[src/rtl/rf_access_arbiter.sv]
`default_nettype none
// ============================================================================
// rf_access_arbiter : register-file command port owner with write-back FIFO
// Revision: 1.0
// ============================================================================
module rf_access_arbiter #(
   parameter int LEN   = 32,
   parameter int DEPTH = 4
) (
   input  logic                      clk,
   input  logic                      rst,
   input  logic                      rdy_in,
   input  logic                      rd_req,
   input  logic [4:0]                rd_rs1,
   input  logic [4:0]                rd_rs2,
   output logic                      rd_grant,
   output logic                      rs_valid,
   input  logic                      wb_valid,
   input  logic [4:0]                wb_rd,
   input  logic [LEN-1:0]            wb_data,
   output logic                      wb_ready,
   output logic [1:0]                rf_signal,
   output logic [4:0]                rf_rs1,
   output logic [4:0]                rf_rs2,
   output logic [4:0]                rf_rd,
   output logic [LEN-1:0]            rf_data,
   output logic [$clog2(DEPTH):0]    pending
);

   localparam int PW = $clog2(DEPTH);
   localparam logic [1:0]  SIG_NOP   = 2'd0;
   localparam logic [1:0]  SIG_READ  = 2'd1;
   localparam logic [1:0]  SIG_WRITE = 2'd2;
   localparam logic [PW:0] FULL_CNT  = (PW+1)'(DEPTH);

   logic [4:0]       fifo_rd   [DEPTH];
   logic [LEN-1:0]   fifo_data [DEPTH];
   logic [DEPTH-1:0] slot_valid;
   logic [PW-1:0]    head;
   logic [PW-1:0]    tail;
   logic [PW:0]      count;

   logic push;
   logic hit1;
   logic hit2;
   logic hazard;
   logic do_read;
   logic do_write;

   assign wb_ready = rdy_in && (count < FULL_CNT);
   assign push     = wb_valid && wb_ready && (wb_rd != 5'd0);
   assign pending  = count;

   // Any occupied slot naming a requested source register blocks the read.
   always_comb begin
      hit1 = 1'b0;
      hit2 = 1'b0;
      for (int i = 0; i < DEPTH; i++) begin
         if (slot_valid[i] && (fifo_rd[i] == rd_rs1)) hit1 = 1'b1;
         if (slot_valid[i] && (fifo_rd[i] == rd_rs2)) hit2 = 1'b1;
      end
      if (push && (wb_rd == rd_rs1)) hit1 = 1'b1;
      if (push && (wb_rd == rd_rs2)) hit2 = 1'b1;
   end

   assign hazard = rd_req && (((rd_rs1 != 5'd0) && hit1) ||
                              ((rd_rs2 != 5'd0) && hit2));

   always_comb begin
      do_read  = 1'b0;
      do_write = 1'b0;
      if (rdy_in) begin
         if (count == FULL_CNT)        do_write = 1'b1;
         else if (rd_req && !hazard)   do_read  = 1'b1;
         else if (count != '0)         do_write = 1'b1;
      end
   end

   always_ff @(posedge clk) begin
      if (push) begin
         fifo_rd[tail]   <= wb_rd;
         fifo_data[tail] <= wb_data;
      end
   end

   always_ff @(posedge clk or negedge rst) begin
      if (!rst) begin
         head       <= '0;
         tail       <= '0;
         count      <= '0;
         slot_valid <= '0;
         rf_signal  <= SIG_NOP;
         rf_rs1     <= '0;
         rf_rs2     <= '0;
         rf_rd      <= '0;
         rf_data    <= '0;
         rd_grant   <= 1'b0;
         rs_valid   <= 1'b0;
      end else begin
         // The read latch is already loaded, so rs_valid follows even in a stall.
         rs_valid <= rd_grant;
         rd_grant <= do_read;
         if (do_read) begin
            rf_signal <= SIG_READ;
            rf_rs1    <= rd_rs1;
            rf_rs2    <= rd_rs2;
         end else if (do_write) begin
            rf_signal <= SIG_WRITE;
            rf_rd     <= fifo_rd[head];
            rf_data   <= fifo_data[head];
         end else begin
            rf_signal <= SIG_NOP;
         end
         if (do_write) begin
            slot_valid[head] <= 1'b0;
            head             <= head + PW'(1);
         end
         if (push) begin
            slot_valid[tail] <= 1'b1;
            tail             <= tail + PW'(1);
         end
         case ({push, do_write})
            2'b10:   count <= count + (PW+1)'(1);
            2'b01:   count <= count - (PW+1)'(1);
            default: count <= count;
         endcase
      end
   end

endmodule
`default_nettype wire

[config.mk]
export PLATFORM = sky130hd
export DESIGN_NAME = rf_access_arbiter
export DESIGN_NICKNAME = d
export VERILOG_FILES = /design/src/rtl/rf_access_arbiter.sv
export SDC_FILE = /design/constraint.sdc
export NUM_CORES = 1
export LEC_CHECK = 0
export CAP_MARGIN = 10
export CORE_MARGIN = 8
export CORE_UTILIZATION = 47
export DETAILED_ROUTE_END_ITERATION = 12
export PLACE_DENSITY = 0.69
export RECOVER_POWER = 100
export SETUP_SLACK_MARGIN = 0.15
export SYNTH_ARGS = -nofsm -noshare
export SYNTH_HDL_FRONTEND = slang
export SYNTH_SLANG_ARGS = --single-unit
[constraint.sdc]
create_clock -name clk -period 4.35 [get_ports clk]
set_input_delay 0.435 -clock clk [delete_from_list [all_inputs] [get_ports clk]]
set_output_delay 0.435 -clock clk [all_outputs]
set_load 0.05 [all_outputs]
==> results.txt <==
Status = complete, but fails checks
Violations in the final reports = capacitance limit, slew limit
Layout overhead on the synthesized area = 23.68%
Period minus WS final = 3.573 ns
Buffers inserted by post-CTS timing repair = 0
CORE AREA = 17900 um2
Residual antenna-violating net count after detailed routing = 0
Worst hold slack across all endpoints = 0.02231 ns
Proportion of layout cells with a drive suffix above 1 = 0.2113
Synthesized instance count = 452
Internal cell power = 4758 uW
Drt via density = 5.456
Most frequent cells in the layout = sky130_fd_sc_hd__edfxtp_1 (148), sky130_fd_sc_hd__dlygate4sd3_1 (92), sky130_fd_sc_hd__dfrtp_1 (59)
Global-route wire length before repair = 27900 um
Post-synth design cell area = 8518 um2
Initial antenna violation count = 0
Kind of end point of the critical path = flip-flop
Std cell rows = 49
Sw Ratio = 0.3494
Reported max-cap violation count = 4
Via count of the first global-routing pass = 4941
Unique cell type count in the Yosys netlist = 36
Number of fill cells in the layout = 1334
Setup clock skew after layout = 0.01116 ns
Clock latency on the worst-skew pair = 0.50 ns
Synthesized net count = 514
Final worst-path cycle share = 0.8214
Headroom to the max-slew limit = -0.4416
Crit path max fanout = 22
Leak = 0.003825 uW
H-tree lvl count = 1
Area contributors post-synth = sky130_fd_sc_hd__edfxtp_1 (52%), sky130_fd_sc_hd__dfrtp_1 (18%), sky130_fd_sc_hd__mux4_2 (9.8%)
Share of total power in the clock network = 0.270
CTS clock-pin slew for the worst setup and hold paths = 0.06 ns
Total DRC errors in the routed layout = 0
Synth area leader = sky130_fd_sc_hd__edfxtp_1
Clock Sink Count = 209
Average cell area after synthesis = 18.85 um2
Root cell of the clock tree = sky130_fd_sc_hd__clkbuf_16
DR vias = 4425
Synth warnings = 0
Data required, critical path = 4.48 ns
Leftover overflow at the end of global routing = 0
VDD IR-drop max = 0.4601 mV
Post-detailed-placement cell area = 9774 um2
Total CTS buffers = 24
Final Hold Viols = 0
Setup TNS = 0 ns
Area of the die = 22690 um2
Least-Margin Pin Slew = 2.162 ns
Gpl congestion = 0.8654
Overall routing resource usage = 0.1598
Quantity of gates resized following cts = 0
Net switching power = 2556 uW
Pins over their slew limit = 140
Largest net degree at the start of global routing = 62
Cts-stage hold buffer count = 0
Ports placed on the boundary = 107
DIE HEIGHT = 150.6 um
Final setup violation count = 0
Initial core utilization = 0.4758
DR WL/cell = 21.71 um
Power density relative to cell area = 694.2 nW/um2
Synth top area share = 0.5217
Number of optimization iterations in the first detailed-route pass = 4
Net count reported at finish = 626
Final cell area excluding filler cells = 10540 um2
Initial detailed-routing violation count = 206
Number of buffers between clock root and the deepest sink = 3
CTS tree = done
Final wirelength = 17600 um
Share of total power in sequential cells = 0.392
# port buffers = 106
Max frequency = 279.9 MHz
Floorplan die width = 150.6 um
RSZ-0062 raised after global routing = false
Register bit count reported by yosys = 209
Minimum setup slack in the final design = 0.7767 ns
Worst min-delay path category = input pin to asynchronous set/reset pin
Ant diodes = 0
Proportion of power drawn by combinational gates = 0.338
Fraction of the yosys area taken by sequential cells = 0.7009
Critical Path Start Type = input pin
Arrival time of data at the critical path endpoint = 3.70 ns
Most frequent standard cell in the layout excluding fill and tap cells = sky130_fd_sc_hd__edfxtp_1
HPWL after detailed placement = 10850 um
Crit Path Category = input pin to flip-flop
Pre-CTS setup slack = 0.6398 ns
-- registers in the layout (all words and copies together) (netlist names), 3 cells and up --
signal	flops
pending	3
slot_valid	4
fifo_data	128
rf_rs2	5
rf_rs1	5
rf_rd	5
fifo_rd	20
rf_data	32
-- synthesized netlist by cell type, drive strengths merged --
cell	instances
edfxtp	148
dfrtp	61
mux2	48
xor2	39
mux4	37
xnor2	16
clkbuf	15
inv	11
buf	10
ha	9
nand3	9
nor4	8
nand2	5
a21o	4
and2	4
nor3	4
o31ai	4
nand4	3
nor2	3
and4	2
o21ai	2
or4	2
a21oi	1
a221oi	1
a31oi	1
and2b	1
fa	1
mux2i	1
o2111ai	1
o211a	1
-- area by class of cell --
| class | instances | area (um2) | share of cell area |
|---|---|---|---|
| Clock buffer | 31 | 678.2 | 0.06437 |
| Inverter | 11 | 41.29 | 0.003919 |
| Tap cell | 229 | 286.5 | 0.02720 |
| Timing Repair Buffer | 111 | 1090 | 0.1034 |
| Multi-Input combinational cell | 207 | 2347 | 0.2228 |
| Sequential cell | 209 | 5973 | 0.5670 |
| Clock inverter | 13 | 118.9 | 0.01128 |
-- through the flow --
stage | cells | power [uW] | util
final | 811 | 7314 | 0.5885
after global routing | 811 | 7641 | 0.5885
after CTS | 811 | 7517 | 0.5905
after detailed placement | 767 | 5523 | 0.5460
after global placement | 767 | 5483 | 0.5460
after floorplan | 452 | 4642 | -
-- critical path, stage by stage --
cell and delay (ns):
sky130_fd_sc_hd__dlygate4sd3_1 0.74, sky130_fd_sc_hd__or4_1 0.18, sky130_fd_sc_hd__o211a_1 0.33, sky130_fd_sc_hd__and2_0 1.36, sky130_fd_sc_hd__clkbuf_2 0.65
-- worst paths after layout --
path,startpoint,to,slack (ns),depth (start not counted)
worst max-delay path,wb_rd[4],fifo_data[0][25],0.78,5
worst min-delay path,rst,rf_rd[0],0.02,1
worst max register to register,pending[2],fifo_data[0][25],0.93,4
worst min register to register,rf_signal[0],rs_valid,0.39,0
max in group asynchronous,rst,head[1],3.67,1
min in group clk,rf_signal[0],rs_valid,0.39,0
-- routing by layer --
layer | GRT usage | up-vias | share of wire
li1 | - | 1965 | -
met4 | 0.04849 | 0 | 0.020
met2 | 0.2767 | 127 | 0.51
met1 | 0.2011 | 2299 | 0.42
met3 | 0.02916 | 34 | 0.053
met5 | 0 | - | 0
-- logic make-up after synthesis --
| kind of cell | count (synthesis) | share of synthesized area |
|---|---|---|
| simple gates | 41 | 0.02864 |
| buf+inv | 36 | 0.02056 |
| flops | 209 | 0.7009 |
| xor+xnor | 55 | 0.05655 |
| mux | 86 | 0.1625 |
| compound gates | 15 | 0.01528 |
| fa+ha+maj | 10 | 0.01557 |
-- power by group through the flow --
stage                     Clock [uW]  Combinational, uW  Sequential, uW
after floorplan                    0               1080            3560
after global placement             0               2570            2910
after detailed placement           0               2600            2920
after CTS                       2010               2610            2890
after global routing            2090               2610            2940
final                           1970               2470            2870
Note: power is estimated with default switching activity, not from simulation.
==> patch 1, RTL diff (same flow settings) <==
Change the parameter `LEN` from 32 to 64.
--- a/src/rtl/rf_access_arbiter.sv
+++ b/src/rtl/rf_access_arbiter.sv
@@ -4,7 +4,7 @@
 // Revision: 1.0
 // ============================================================================
 module rf_access_arbiter #(
-   parameter int LEN   = 32,
+   parameter int LEN   = 64,
    parameter int DEPTH = 4
 ) (
    input  logic                      clk,
Interface: changed (resized rf_data and wb_data); port bits go from 107 to 171. The function was not compared with the original's and may differ.
==> patch 1 against the original RTL <==
The flow still finishes with violations (max-capacitance violations, max-slew violations); routed wire length up 63%; sequential cell count up 160; worst setup slack better by 32 ps; largest power group unchanged; synthesized area up 68%; synthesized cell count up 51%; maximum frequency up 0.92%; sequential power up 73%; cell area up 67%; largest cell class unchanged; critical path type unchanged; count of clock-buffer cells in the layout up 24; total power up 65%.
==> patch 1: results (changes against the original RTL) <==
metric;value;unit;change
Area after DPL;0.0164;mm²;+68%
count of buffers from port buffering;170;;+60%
Max Clock Skew;12.1;ps;+0.905 ps
Least-Margin Pin Slew;2120;ps;-45.7 ps
syn_nets;777;;+51%
Post-DP HPWL;17.2;mm;+59%
status;complete, but fails checks;;
failing checks;max-capacitance violations, max-slew violations;;
Fillers;2243;;+68%
initial antenna violation count;8;;+8
DR iter-0 viols;326;;+58%
hold crit path type;flop to flop;;
Final nets;961;;+54%
H-tree depth;2;;+1
first-pass GRT wire length;44.3;mm;+59%
share of cells above drive strength 1;21.1;%;-0.040 points
pin count of the biggest net entering global routing;77;;+24%
Max stage delay cell, worst path;o311ai_0;;
Synth async-reset ratio;25.2;%;-4.0 points
routed len/inst;22.2;µm;+2.1%
share of the synthesized area in the top cell type;58.0;%;+5.9 points
Synth cell types;37;;+2.8%
Slew Limit Fails;204;;+46%
cell family with most CP delay;compound AO/OA/AOI/OAI gates;;
Post-synth EDFFs;276;;+86%
number of max-cap violations;5;;+1
Top Registers;fifo_data x256, rf_data x64, fifo_rd x20;;
register area share after synthesis;74.3;%;+4.2 points
largest stage delay on the critical path;720;ps;-640 ps
top cells by count, synth;edfxtp_1 (276), dfrtp_1 (93), mux4_2 (69), mux2_2 (57), xor2_1 (36);;
total number of vias;6952;;+57%
RePlAce Congestion;0.865;;about the same
crit path DAT;3930;ps;+230 ps
-- patch 1: changes by cell type after synthesis, sizes merged, moves of 3 or more --
cell	before	now
xnor2	16	19
o22a	0	4
a21o	4	0
o31ai	4	0
dfrtp	61	93
nand2b	0	4
clkbuf	15	25
xor2	39	36
mux4	37	69
mux2	48	80
nand2	5	2
edfxtp	148	276
-- patch 1: final timing paths --
check                                   from                to  slack, ps  cells after the start
worst max-delay path                wb_rd[2]        pending[2]        810                     13
worst min-delay path            rf_signal[0]          rs_valid        390                      0
worst max register to register    pending[2]  fifo_data[2][24]       1080                      4
worst min register to register  rf_signal[0]          rs_valid        390                      0
max in group asynchronous                rst          rf_rd[0]       1250                      2
min in group asynchronous                rst         rf_rs2[2]        430                      1
-- patch 1: metrics by stage --
step,cells,util (%),worst slack [ps]
global placement,1223,54.3,709
CTS,1292,58.2,1210
global route,1294,58.0,521
floorplan,683,-,435
detailed placement,1223,54.3,668
finish,1294,58.0,809
-- patch 1: power by group --
part           switching, mW  internal, mW
logic                   2.36          1.66
registers              0.532          4.44
clock network           1.27          1.77
-- patch 1: cell type report --
class                      count  share of cell area [%]
clock buffer                  55                    6.07
antenna                        2                  0.0285
tap                          396                    2.82
timing repair buffer         181                    10.4
multi-input combinational    265                    19.4
inverter                      12                   0.257
sequential                   369                    60.5
clock inverter                14                   0.563
-- patch 1: kinds of logic (layout without fill, tap and decap cells) --
logic type | after synthesis | count (layout) | share of synthesized area [%]
adders and majority gates | 10 | 10 | 0.929
other | 0 | 2 | 0
and+or+nand+nor | 38 | 38 | 1.52
xor gates and xnor gates | 55 | 55 | 3.37
buffers and inverters | 49 | 262 | 1.72
AOI/OAI and AO/OA | 12 | 12 | 0.885
DFF | 369 | 369 | 74.3
muxes | 150 | 150 | 17.3
-- patch 1: per-layer routing --
metal,global-route usage [%],vias to the layer above,routed length [µm]
li1,-,3073,-
met1,20.5,3631,12400
met2,26.6,193,14000
met3,4.44,43,1880
met4,3.43,12,317
met5,0,-,71
==> patch 2, RTL diff (config.mk and constraints unchanged) <==
Without the edit above. Make the reset (`rst`) synchronous in one clocked block.
--- a/src/rtl/rf_access_arbiter.sv
+++ b/src/rtl/rf_access_arbiter.sv
@@ -83,7 +83,7 @@
       end
    end
 
-   always_ff @(posedge clk or negedge rst) begin
+   always_ff @(posedge clk) begin
       if (!rst) begin
          head       <= '0;
          tail       <= '0;
Behaviour: differs if rst is asserted again (counterexample within 4 cycles, from zero or initial values and one cycle with rst low); with rst held inactive, the same outputs for 4 cycles.
==> patch 2 against the original RTL <==
The run still ends with max-capacitance violations, max-slew violations left; total power down 22%; maximum frequency decreased by 3.5%; cell area up 0.32%; sequential cell count unchanged; routed wire length up 9.4%; cell count up 13%; global-route usage rose by 0.67 points; synthesized area is 2.1% higher; non-clock buffer count rose by 2; worst setup slack worse by 130 ps; clock skew up 2.1 ps; highest routed layer unchanged.
==> patch 2: results (changes against the original RTL) <==
metric;value;unit;change
Worst Reg-to-Reg Cells;13;;+9
first-pass GRT wire length;30.3;mm;+8.7%
met2 wire length;10.1;mm;+12%
CP max FO;37;;+68%
Post-DP HPWL;12.3;mm;+13%
met2 Use GR;29.1;%;+1.5 points
DR iter-0 viols;245;;+19%
routed metal-1 wirelength;7.66;mm;+4.5%
total number of vias;4942;;+12%
crit path DAT;4120;ps;+420 ps
share of cells above drive strength 1;12.3;%;-8.8 points
RePlAce Congestion;0.859;;-0.70%
All-Layer GR Usage;16.7;%;+0.67 points
vias in the first global route;5228;;+5.8%
status;complete, but fails checks;;
M1 GR Usage;20.3;%;+0.18 points
Fillers;1390;;+4.2%
Synth cell types;41;;+14%
Max Clock Skew;13.2;ps;+2.08 ps
Slew Limit Fails;111;;-21%
hold crit path type;flop to flop;;
largest stage delay on the critical path;1030;ps;-330 ps
Switching Power;1.72;mW;-33%
top post-synthesis cells by area;edfxtp_1 (51%), dfxtp_1 (14%), mux4_2 (9.6%);;
top cells by count, synth;edfxtp_1 (148), nand2_1 (102), dfxtp_1 (61), mux2i_1 (49), xor2_1 (38);;
Final nets;737;;+18%
failing checks;max-capacitance violations, max-slew violations;;
syn_nets;636;;+24%
Leakage Power;3.93;nW;+2.8%
WL met3;1.09;mm;+18%
Max stage delay cell, worst path;clkbuf_2;;
final non-filler cell total;920;;+13%
adder-cell share of the synthesized area;1.53;%;-0.032 points
GRT met3 Usage;3.23;%;+0.32 points
number of max-cap violations;1;;-3
Comb power frac;23.0;%;-11 points
cell total after placement;879;;+15%
mux cell area share after synthesis;15.2;%;-1.0 points
drt pass-1 iters;5;;+1
XOR/XNOR Fraction of Synth Area;5.34;%;-0.32 points
clock latency on the worst-skew pair;520;ps;+20 ps
## patch 2: changes by cell type after synthesis, sizes merged, moves of 7 or more
cell    unedited run  this run
clkbuf            15        22
dfrtp             61         0
dfxtp              0        61
mux2              48         0
mux2i              1        49
nand2              5       102
o21ai              2         9
## patch 2: final cells by class
class                           instances  share of cell area [%]
Inverter                                9                   0.320
Clock buffer                           29                    5.66
Timing Repair Buffer                  113                    10.3
Multi-Input combinational cell        319                    25.8
Clock inverter                         12                    1.53
Tap cell                              229                    2.71
Sequential cell                       209                    53.7
## patch 2: through the flow
step	instance area [µm²]	setup slack (ps)	hold WS, ps
floorplan	8690	1180	518
finish	10600	649	455
detailed placement	9840	613	450
global route	10600	469	474
global placement	9840	653	443
CTS	10600	1060	460
## patch 2: final timing paths
path	slack, ps	startpoint	to
hold reg to reg	460	rf_data[6]	rf_data[6]
hold / removal	460	rf_data[6]	rf_data[6]
setup / recovery	650	wb_rd[1]	rf_data[2]
setup reg to reg	890	fifo_rd[2][1]	pending[2]
